==> src/rtl/spi_master_shift.sv <==
// SPI master shift engine: frames one DATA_W-bit full-duplex transfer per start,
// advancing SCLK one half-period per edge of the divider output div_clk.
module spi_master_shift #(
  parameter int unsigned DATA_W = 8,
  parameter bit          CPOL   = 1'b0,
  parameter bit          CPHA   = 1'b0
) (
  input  logic              clk,
  input  logic              rst,
  input  logic              div_clk,
  input  logic              start,
  input  logic [DATA_W-1:0] tx_data,
  output logic              busy,
  output logic              done,
  output logic [DATA_W-1:0] rx_data,
  output logic              sclk,
  output logic              mosi,
  input  logic              miso,
  output logic              cs_n
);

  localparam int unsigned       HP_W    = $clog2(2 * DATA_W) + 1;
  localparam logic [HP_W-1:0]   HP_LAST = HP_W'(2 * DATA_W - 1);

  localparam logic [1:0] S_IDLE  = 2'd0;
  localparam logic [1:0] S_SETUP = 2'd1;
  localparam logic [1:0] S_XFER  = 2'd2;
  localparam logic [1:0] S_HOLD  = 2'd3;

  logic [1:0]        state;
  logic              div_q;
  logic              tick;
  logic              leading;
  logic [DATA_W-1:0] tx_sr;
  logic [DATA_W-1:0] rx_sr;
  logic [HP_W-1:0]   hp;

  // div_clk is a register in this clock domain, so any change is one half-period tick.
  assign tick    = div_clk ^ div_q;
  assign leading = ~hp[0];

  // NOTE: all state below uses non-blocking assignments so every register samples
  // pre-edge values; blocking here would let later statements see updated shifters.
  always_ff @(posedge clk or posedge rst) begin
    if (rst) begin
      state   <= S_IDLE;
      div_q   <= 1'b0;
      tx_sr   <= '0;
      rx_sr   <= '0;
      hp      <= '0;
      sclk    <= CPOL;
      mosi    <= 1'b0;
      cs_n    <= 1'b1;
      busy    <= 1'b0;
      done    <= 1'b0;
      rx_data <= '0;
    end else begin
      div_q <= div_clk;
      done  <= 1'b0;
      case (state)
        S_IDLE: begin
          if (start) begin
            state <= S_SETUP;
            busy  <= 1'b1;
            cs_n  <= 1'b0;
            tx_sr <= tx_data;
            rx_sr <= '0;
            hp    <= '0;
            if (!CPHA) mosi <= tx_data[DATA_W-1];
          end
        end
        S_SETUP: begin
          if (tick) state <= S_XFER;
        end
        S_XFER: begin
          if (tick) begin
            sclk <= ~sclk;
            hp   <= hp + 1'b1;
            if (!CPHA) begin
              // Mode with data valid before the first edge: sample leading, shift trailing.
              if (leading) begin
                rx_sr <= {rx_sr[DATA_W-2:0], miso};
              end else if (hp != HP_LAST) begin
                tx_sr <= {tx_sr[DATA_W-2:0], 1'b0};
                mosi  <= tx_sr[DATA_W-2];
              end
            end else begin
              if (leading) begin
                mosi  <= tx_sr[DATA_W-1];
                tx_sr <= {tx_sr[DATA_W-2:0], 1'b0};
              end else begin
                rx_sr <= {rx_sr[DATA_W-2:0], miso};
              end
            end
            if (hp == HP_LAST) state <= S_HOLD;
          end
        end
        S_HOLD: begin
          // One half-period of CS hold after the final SCLK edge.
          if (tick) begin
            cs_n    <= 1'b1;
            busy    <= 1'b0;
            done    <= 1'b1;
            rx_data <= rx_sr;
            state   <= S_IDLE;
          end
        end
        default: state <= S_IDLE;
      endcase
    end
  end

endmodule

==> config.mk <==
export PLATFORM = sky130hd
export DESIGN_NAME = spi_master_shift
export DESIGN_NICKNAME = d
export VERILOG_FILES = /design/src/rtl/spi_master_shift.sv
export SDC_FILE = /design/constraint.sdc
export NUM_CORES = 1
export LEC_CHECK = 0
export CAP_MARGIN = 10
export CORE_ASPECT_RATIO = 2
export CORE_UTILIZATION = 40
export CTS_BUF_LIST = sky130_fd_sc_hd__clkbuf_16
export CTS_CLUSTER_DIAMETER = 50
export DETAILED_ROUTE_END_ITERATION = 7
export DONT_BUFFER_PORTS = 1
export PLACE_DENSITY_LB_ADDON = 0.05
export SLEW_MARGIN = 40
export SYNTH_ARGS = -nofsm -noshare
export SYNTH_HDL_FRONTEND = slang
export SYNTH_SLANG_ARGS = --single-unit
==> constraint.sdc <==
create_clock -name clk -period 1.9 [get_ports clk]
set_input_delay 0.285 -clock clk [delete_from_list [all_inputs] [get_ports clk]]
set_output_delay 0.285 -clock clk [all_outputs]
set_load 0.02 [all_outputs]
Word level (Yosys, flattened, before mapping)
Cells that the tools add are included.
W data, S select, Z words.
- flip-flop bits (word level): 36
- bits of input ports: 13
- add/sub/neg operators: 1
- equal/unequal tests: 13
- multiplexer cells: 31
- bitwise operators: 2
- reduce and logical (&&, ||, !) cells: 10
- operators with widths (operator ; number):
    $mux W7 ; 4
    $mux W8 ; 3
    $ne A2 B2 Y1 const B ; 8
    $pmux W8 S2 ; 1
    $pmux W7 S2 ; 1
    $mux W1 ; 10
    $mux W2 ; 5
    $mux W5 ; 2
    $pmux W5 S2 ; 1
    $reduce_and A5 Y1 ; 2
    $pmux W2 S4 ; 1
    $pmux W1 S2 ; 3
    $reduce_and A3 Y1 ; 2
    $add A5 B1 Y5 const B ; 1
    $eq A5 B4 Y1 const B ; 1
    $ne A5 B4 Y1 const B ; 1
    $eq A2 B2 Y1 const B ; 2
    $reduce_and A2 Y1 ; 2
    $reduce_and A4 Y1 ; 1
    $reduce_bool A2 Y1 ; 2
    $eq A2 B1 Y1 const B ; 1
    $logic_not A2 Y1 ; 1
    $not A1 Y1 ; 1
    $xor A1 B1 Y1 ; 1

Depth between registers and ports, before layout
Gate-level depths: netlist (run 1).
- word-level depth: 5
- gate-level depth with buffers: 8
- mapped depth without buffers: 6

Worst setup path after synthesis (run 1)
Ideal clock, no wire load.
- kind: reg2reg
- start point: register hp[0]
- end point: register mosi
- library setup time: 0.082 ns
- arrival: 1.666 ns
- data required time: 1.818 ns
- slack: 0.152 ns
- stages on the path, launching flop included: 8
- clock period less this slack: 1.748 ns
- path through: dfrtp_1 > ha_1 > and3_1 > ha_1 > o21ai_1 > buf_2 > a21oi_1 > a31oi_1
- cells in the longest elaborated chain, start to end: 3
- elaborated cells between the ends (all ways): 4
- classes of those cells: eq/ne: 3; reduce/logical: 1
- RTL lines (element ; line ; text):
    start, declared ; 36 ; logic [HP_W-1:0] hp;
    start signal, assigned ; 78 ; hp <= hp + 1'b1;
    $ne A5 B4 Y1 ; 83 ; end else if (hp != HP_LAST) begin
    $ne A2 B2 Y1 (no source line) ; - ;
    $reduce_and A5 Y1 (no source line) (*) ; - ;
    end signal, assigned ; 69 ; if (!CPHA) mosi <= tx_data[DATA_W-1];
    end signal, assigned ; 85 ; mosi <= tx_sr[DATA_W-2];
    end signal, assigned ; 89 ; mosi <= tx_sr[DATA_W-1];
    end, declared ; 17 ; output logic mosi,
Every way passes the cells marked *; elsewhere a longest branch is shown, timed or not.
A chain may end at the register's enable or synchronous reset.

Worst setup path in the final report (run 1)
- start point: register state[0]
- end point: register state[1]
- cells in the longest elaborated chain, start to end: 3
- elaborated cells between the ends (all ways): 11
- classes of those cells: eq/ne: 8; mux: 1; reduce/logical: 2
- RTL lines (element ; line ; text):
    start, declared ; 30 ; logic [1:0] state;
    start signal, assigned ; 46 ; state <= S_IDLE;
    start signal, assigned ; 63 ; state <= S_SETUP;
    start signal, assigned ; 73 ; if (tick) state <= S_XFER;
    $eq A2 B2 Y1, or another cell as far along ; 60 ; case (state)
    $ne A2 B2 Y1 (no source line) ; - ;
    $reduce_and A5 Y1 (no source line) ; - ;
Several ways; a longest one is shown, not always the timed one.

==> flow_summary.toml, run 1 <==
[run_status]
status = "finished, violations left"
violations = "negative hold slack"

[timing]
slew_headroom_pct = 69.7
hold_viol_final = 5
holdWs_ps = -1.84
period_needed_ps = 1820
tns_ps = 0
drv_slew = 0
finClkSkew_ps = 3.57
fin_crit_sh_pct = 95.7
rsz0062_at_grt = "false"
finalSetupViolCount = 0
worstMarginPinSlew_ps = 455
fmax_ghz = 0.550

[yosys]
ys.flop_type = "dfrtp_1"
ys_warn_count = 0
synth_edf_count = 0
ys_top_cells_by_area = "dfrtp_1 (52%), mux2_2 (6.1%), mux2i_1 (6.0%), ha_1 (4.5%), a22o_1 (4.2%)"
ys_ff_latch = 36
synth_top_area_cell = "dfrtp_1"
netlist_instances = 140
synth_area_mm2 = 0.00167
ys_types = 35
netlist.area_leader.share_pct = 52.4
synth_nets = 159
avgSynthCellArea_um2 = 11.9
seq_area_frac_synth_pct = 54.0
async_flop_share_pct = 100

[power_and_ir_drop]
p_per_area_mw_per_mm2 = 1620
vdd_drop_max_mv = 0.853
p_leak_nw = 0.878

[detailed_routing]
vias = 1085
antenna_left = 0
drt_iter0_markers = 25
vias_per_cell = 5.37
first_pass_iters = 3
post_drt_wl_per_cell_um = 16.2
drc_errors = 0
drt_wl_total_mm = 3.27

[cells_and_area]
regArea_um2 = 902
drive_gt1_share_pct = 21.2
fin_nets = 169
multi_input_area_um2 = 714
fillCellCount = 406
area_growth_pct = 14.5
insertedDiodeCount = 0
final_area_mm2 = 0.00191

[die]
fp-row-count = 32
initial_utilization_pct = 42.6
io_pins = 26
die_h_um = 93.4
design.core.area_mm2 = 0.00392
dieArea_mm2 = 0.00446
die_w_um = 47.7

[place]
portBuffers = 0
gp_congestion = 0.848
dp_hpwl_mm = 2.37
dpl_cell_area_mm2 = 0.00176

[global_routing]
top_usage_layer = "met2"
use_met2_pct = 29.2
gr-total-overflow = 0
grtUsageMet3_pct = 3.67
first_global_vias = 1196
grt_max_degree = 37
grt_use_met1_pct = 17.0
antenna_found_initial = 0
grt_util_all_layers_pct = 16.7
grt_pass1_wl_mm = 5.26

[clock_tree]
clock-root-buffer = "clkbuf_16"
clk_pin_slew_worst_paths_ps = 50
worstSkewPairLatency_ps = 270
cts.sinks = 36
cts-buffers-inserted = 5
cts_htree_levels = 2
clk_path_buf_depth = 2
cts_tree = "built"

[critical_path]
setup.worst_path.end = "state[1]"
timing.rr.end = "state[1]"
r2r-start = "state[0]"
start_kind = "flop"
path_max_fanout = 5
cp-startpoint = "state[0]"
r2r_cells = 6
r2r_slack_ps = 80
end_kind = "flop"
worstPathRequired_ps = 2060
crit_type = "flop to flop"
critPathArrivalTime_ps = 1970

[job]
drv_cap = 0

[hold_path]
min_path_type = "input port to asynchronous set/reset pin"
-- sequential cells by signal (all words and copies together) (netlist names) --
name     count
mosi         1
rx_data      8
sclk         1
done         1
busy         1
rx_sr        8
cs_n         1
tx_sr        7
div_q        1
hp           5
state        2
-- critical path, cell delays in order (launching register included) --
cell,delay (ps)
dfrtp_1,390
inv_1,90
ha_1,260
nor3_1,200
nor2_1,90
nor3_1,300
mux2_2,370
-- repair_timing --
action / in CTS / in global routing
setup endpoints to repair: 0 / 11
setup buffers: 0 / 1
hold buffers: 0 / 0
gates resized for setup: 0 / 2
-- worst min path at each step --
stage	from	end	depth (start not counted)	slack, ps
2_1_floorplan	div_clk	div_q	0	320
3_3_place_gp	rst	tx_sr[0]	2	300
3_5_place_dp	rst	rx_data[2]	2	310
4_1_cts	rst	rx_data[2]	2	20
5_1_grt	div_clk	div_q	0	30
6_report	rst	rx_data[1]	2	-2
-- synth_stat cells (2+ instances only) --
master	count
o21ai_0	5
buf_2	3
dfrtp_1	35
mux2i_1	10
ha_1	6
nand3_1	3
nand2_1	7
nor3_1	2
a21oi_1	10
mux2_2	9
a31oi_1	7
nor2_1	7
a22o_1	8
inv_1	7
-- placed cells by master (no fill, tap or decap), types with 2 or more instances in the layout --
cell       instances
nor3_1             2
nor2_1             7
nand3_1            3
mux2_2             9
a22o_1             8
nand2_1            7
a31oi_1            7
mux2i_1           10
dfrtp_1           35
clkbuf_16          5
inv_1              8
o21ai_0            5
buf_4              9
ha_1               5
a21oi_1           10
-- cell type report --
type | count | area share [%]
clock buffers | 5 | 6.54
clock inverters | 3 | 0.784
inverters | 7 | 1.37
multi-input cells | 91 | 37.3
flip-flops and latches | 36 | 47.1
well taps | 51 | 3.33
repair buffers | 9 | 3.53
-- metal layers --
metal / wire length (um) / part of all wire, %
met1: 1250 / 38
met2: 1840 / 56
met3: 86 / 2.6
met4: 98 / 3.0
met5: 0 / 0
-- power by group --
group          switching (mW)  total [mW]  internal, mW
Combinational           0.621        1.12         0.500
Clock                   0.291       0.767         0.475
Sequential              0.231        1.22         0.991
Total                    1.14        3.11          1.97
-- cell families after synthesis --
| group | count (synthesis) | synth area share, % |
|---|---|---|
| adder cells (fa/ha/maj) | 6 | 4.49 |
| XOR/XNOR | 3 | 2.47 |
| AO/OA/AOI/OAI | 38 | 15.6 |
| buffers and inverters | 13 | 3.59 |
| multiplexers | 19 | 12.1 |
| flip-flops | 36 | 54.0 |
| AND/OR/NAND/NOR | 25 | 7.86 |
-- through the flow --
step | hold slack [ps] | total power, mW | util [%] | setup WS (ps) | std cells
final | -1.84 | 3.11 | 48.8 | 81.3 | 202
after CTS | 16.4 | 3.14 | 48.5 | 20.6 | 201
after detailed placement | 314 | 2.35 | 44.9 | 46.5 | 193
after global placement | 305 | 2.32 | 44.9 | 116 | 193
after global routing | 26.0 | 3.34 | 48.8 | 0.722 | 202
after floorplan | 316 | 2.08 | - | 152 | 140
(Power assumes the default switching activity.)
==> run 2: changes to the inputs <==
--- a/config.mk
+++ b/config.mk
@@ -8,11 +8,12 @@
 export CAP_MARGIN = 10
 export CORE_ASPECT_RATIO = 2
 export CORE_UTILIZATION = 40
-export CTS_BUF_LIST = sky130_fd_sc_hd__clkbuf_16
+export CTS_BUF_LIST = sky130_fd_sc_hd__clkbuf_2 sky130_fd_sc_hd__clkbuf_4 sky130_fd_sc_hd__clkbuf_8
 export CTS_CLUSTER_DIAMETER = 50
 export DETAILED_ROUTE_END_ITERATION = 7
 export DONT_BUFFER_PORTS = 1
 export PLACE_DENSITY_LB_ADDON = 0.05
+export SKIP_LAST_GASP = 1
 export SLEW_MARGIN = 40
 export SYNTH_ARGS = -nofsm -noshare
 export SYNTH_HDL_FRONTEND = slang
==> flow_summary.toml, run 2 (same netlist as run 1, synthesis figures left out) <==
[run_status]
status = "finished clean"

[die]
die_h_um = 93.4
fp-row-count = 32
die_w_um = 47.7
dieArea_mm2 = 0.00446
io_pins = 26
initial_utilization_pct = 42.6
design.core.area_mm2 = 0.00392

[cells_and_area]
drive_gt1_share_pct = 22.4
fin_nets = 170
area_growth_pct = 12.6
layout_common_cells = "dfrtp_1 (35), mux2i_1 (10), a21oi_1 (10), mux2_2 (9), buf_4 (9)"
fin_util_pct = 48.0
insertedDiodeCount = 0
largest_registers = "rx_data x8, rx_sr x8, tx_sr x7"
final_common_cell = "dfrtp_1"

[clock_tree]
worstSkewPairLatency_ps = 280
clk_path_buf_depth = 2
clk_pin_slew_worst_paths_ps = 70
cts_htree_levels = 2
clock-root-buffer = "clkbuf_8"
cts-buffers-inserted = 5
cts_tree = "built"
cts.sinks = 36

[critical_path]
path_max_fanout = 5
start_kind = "flop"
critPathArrivalTime_ps = 1990
end_kind = "flop"
worstPathRequired_ps = 2070
crit_type = "flop to flop"

[global_routing]
first_global_vias = 1181
gr-total-overflow = 0
grt_max_degree = 37
grt_util_all_layers_pct = 16.4
antenna_found_initial = 0
grt_pass1_wl_mm = 5.20

[job]
drv_cap = 0

[power_and_ir_drop]
clockPowerShare_pct = 19.6
p_leak_nw = 0.862
p_per_area_mw_per_mm2 = 1550
switchingPower_mw = 1.11
swShare_pct = 38.2
comb_power_share_pct = 38.5
vdd_drop_max_mv = 0.631
p_int_mw = 1.80
pwr-share-seq_pct = 41.9
total_power_mw = 2.91

[detailed_routing]
vias = 1095
vias_per_cell = 5.39
drt_wl_total_mm = 3.24
drt_iter0_markers = 18
dr_wl_met2_mm = 1.84
drc_errors = 0
first_pass_iters = 3
routed.top_layer = "met4"
antenna_left = 0
post_drt_wl_per_cell_um = 16.0
met1Wirelength_mm = 1.21
wl_met3_um = 94

[timing]
period_needed_ps = 1820
fin_crit_sh_pct = 95.9
slew_headroom_pct = 69.9
drv_slew = 0
rsz0062_at_grt = "true"
finalSetupViolCount = 0
holdWs_ps = 25.9
finClkSkew_ps = 3.19
fmax_ghz = 0.549
hold_viol_final = 0
worstMarginPinSlew_ps = 451

[place]
gp_congestion = 0.848
dp_hpwl_mm = 2.37
portBuffers = 0

[hold_path]
min_path_type = "input port to flop"
[run 2: cell count changes in the layout (fill, tap and decap cells not counted)]
cell / previous run / this run
clkbuf_16: 5 / 0
clkbuf_4: 0 / 1
clkbuf_8: 0 / 6
clkinv_1: 1 / 0
dlygate4sd3_1: 0 / 1
inv_1: 8 / 7
[run 2: power by group through the flow]
| stage | Clock, mW | Sequential [mW] | Combinational, mW |
|---|---|---|---|
| global route | 0.628 | 1.25 | 1.26 |
| global placement | 0 | 1.23 | 1.09 |
| finish | 0.571 | 1.22 | 1.12 |
| detailed placement | 0 | 1.24 | 1.12 |
| CTS | 0.604 | 1.22 | 1.12 |
| floorplan | 0 | 1.20 | 0.877 |
[run 2: final cells by class]
class | count | area, um2
Clock buffer | 7 | 90.1
Clock inverter | 1 | 7.51
Fill cell | 407 | 2040
Inverter | 7 | 26.3
Multi-Input combinational cell | 91 | 714
Sequential cell | 36 | 902
Tap cell | 51 | 63.8
Timing Repair Buffer | 10 | 77.6
[run 2: final timing paths]
check,slack (ps),cells after the start,startpoint,endpoint
setup / recovery,80,6,state[0],state[1]
hold / removal,30,0,div_clk,div_q
min in group asynchronous,550,3,rst,rx_sr[2]
hold reg to reg,520,1,rx_sr[1],rx_sr[2]
max in group asynchronous,1000,3,rst,cs_n
setup reg to reg,80,6,state[0],state[1]
[run 2: per-stage QoR]
step                instance area (um2)  setup WS, ps  setup TNS (ps)  instances
floorplan                          1670           152               0        140
finish                             1880          77.5               0        203
global placement                   1760           116               0        193
global route                       1880         -1.80           -1.80        203
detailed placement                 1760          46.5               0        193
CTS                                1870          1.70               0        202
[run 2: repair_timing]
action | in CTS | in global routing
hold buffers | 1 | 0
setup buffers | 0 | 1
endpoints found under the setup margin | 0 | 11
resized for setup | 0 | 2
hold endpoints to repair | 19 | 0
[run 2: worst max-delay path, stage by stage (launching register included)]
cell     delay, ps
dfrtp_1        400
inv_1           90
ha_1           270
nor3_1         200
nor2_1          90
nor3_1         300
mux2_2         370
[run 2: routing by layer]
layer	up-vias	GRT usage (%)
met3	9	3.67
met2	19	28.4
met1	541	17.3
met5	-	0
met4	0	7.87
li1	526	-
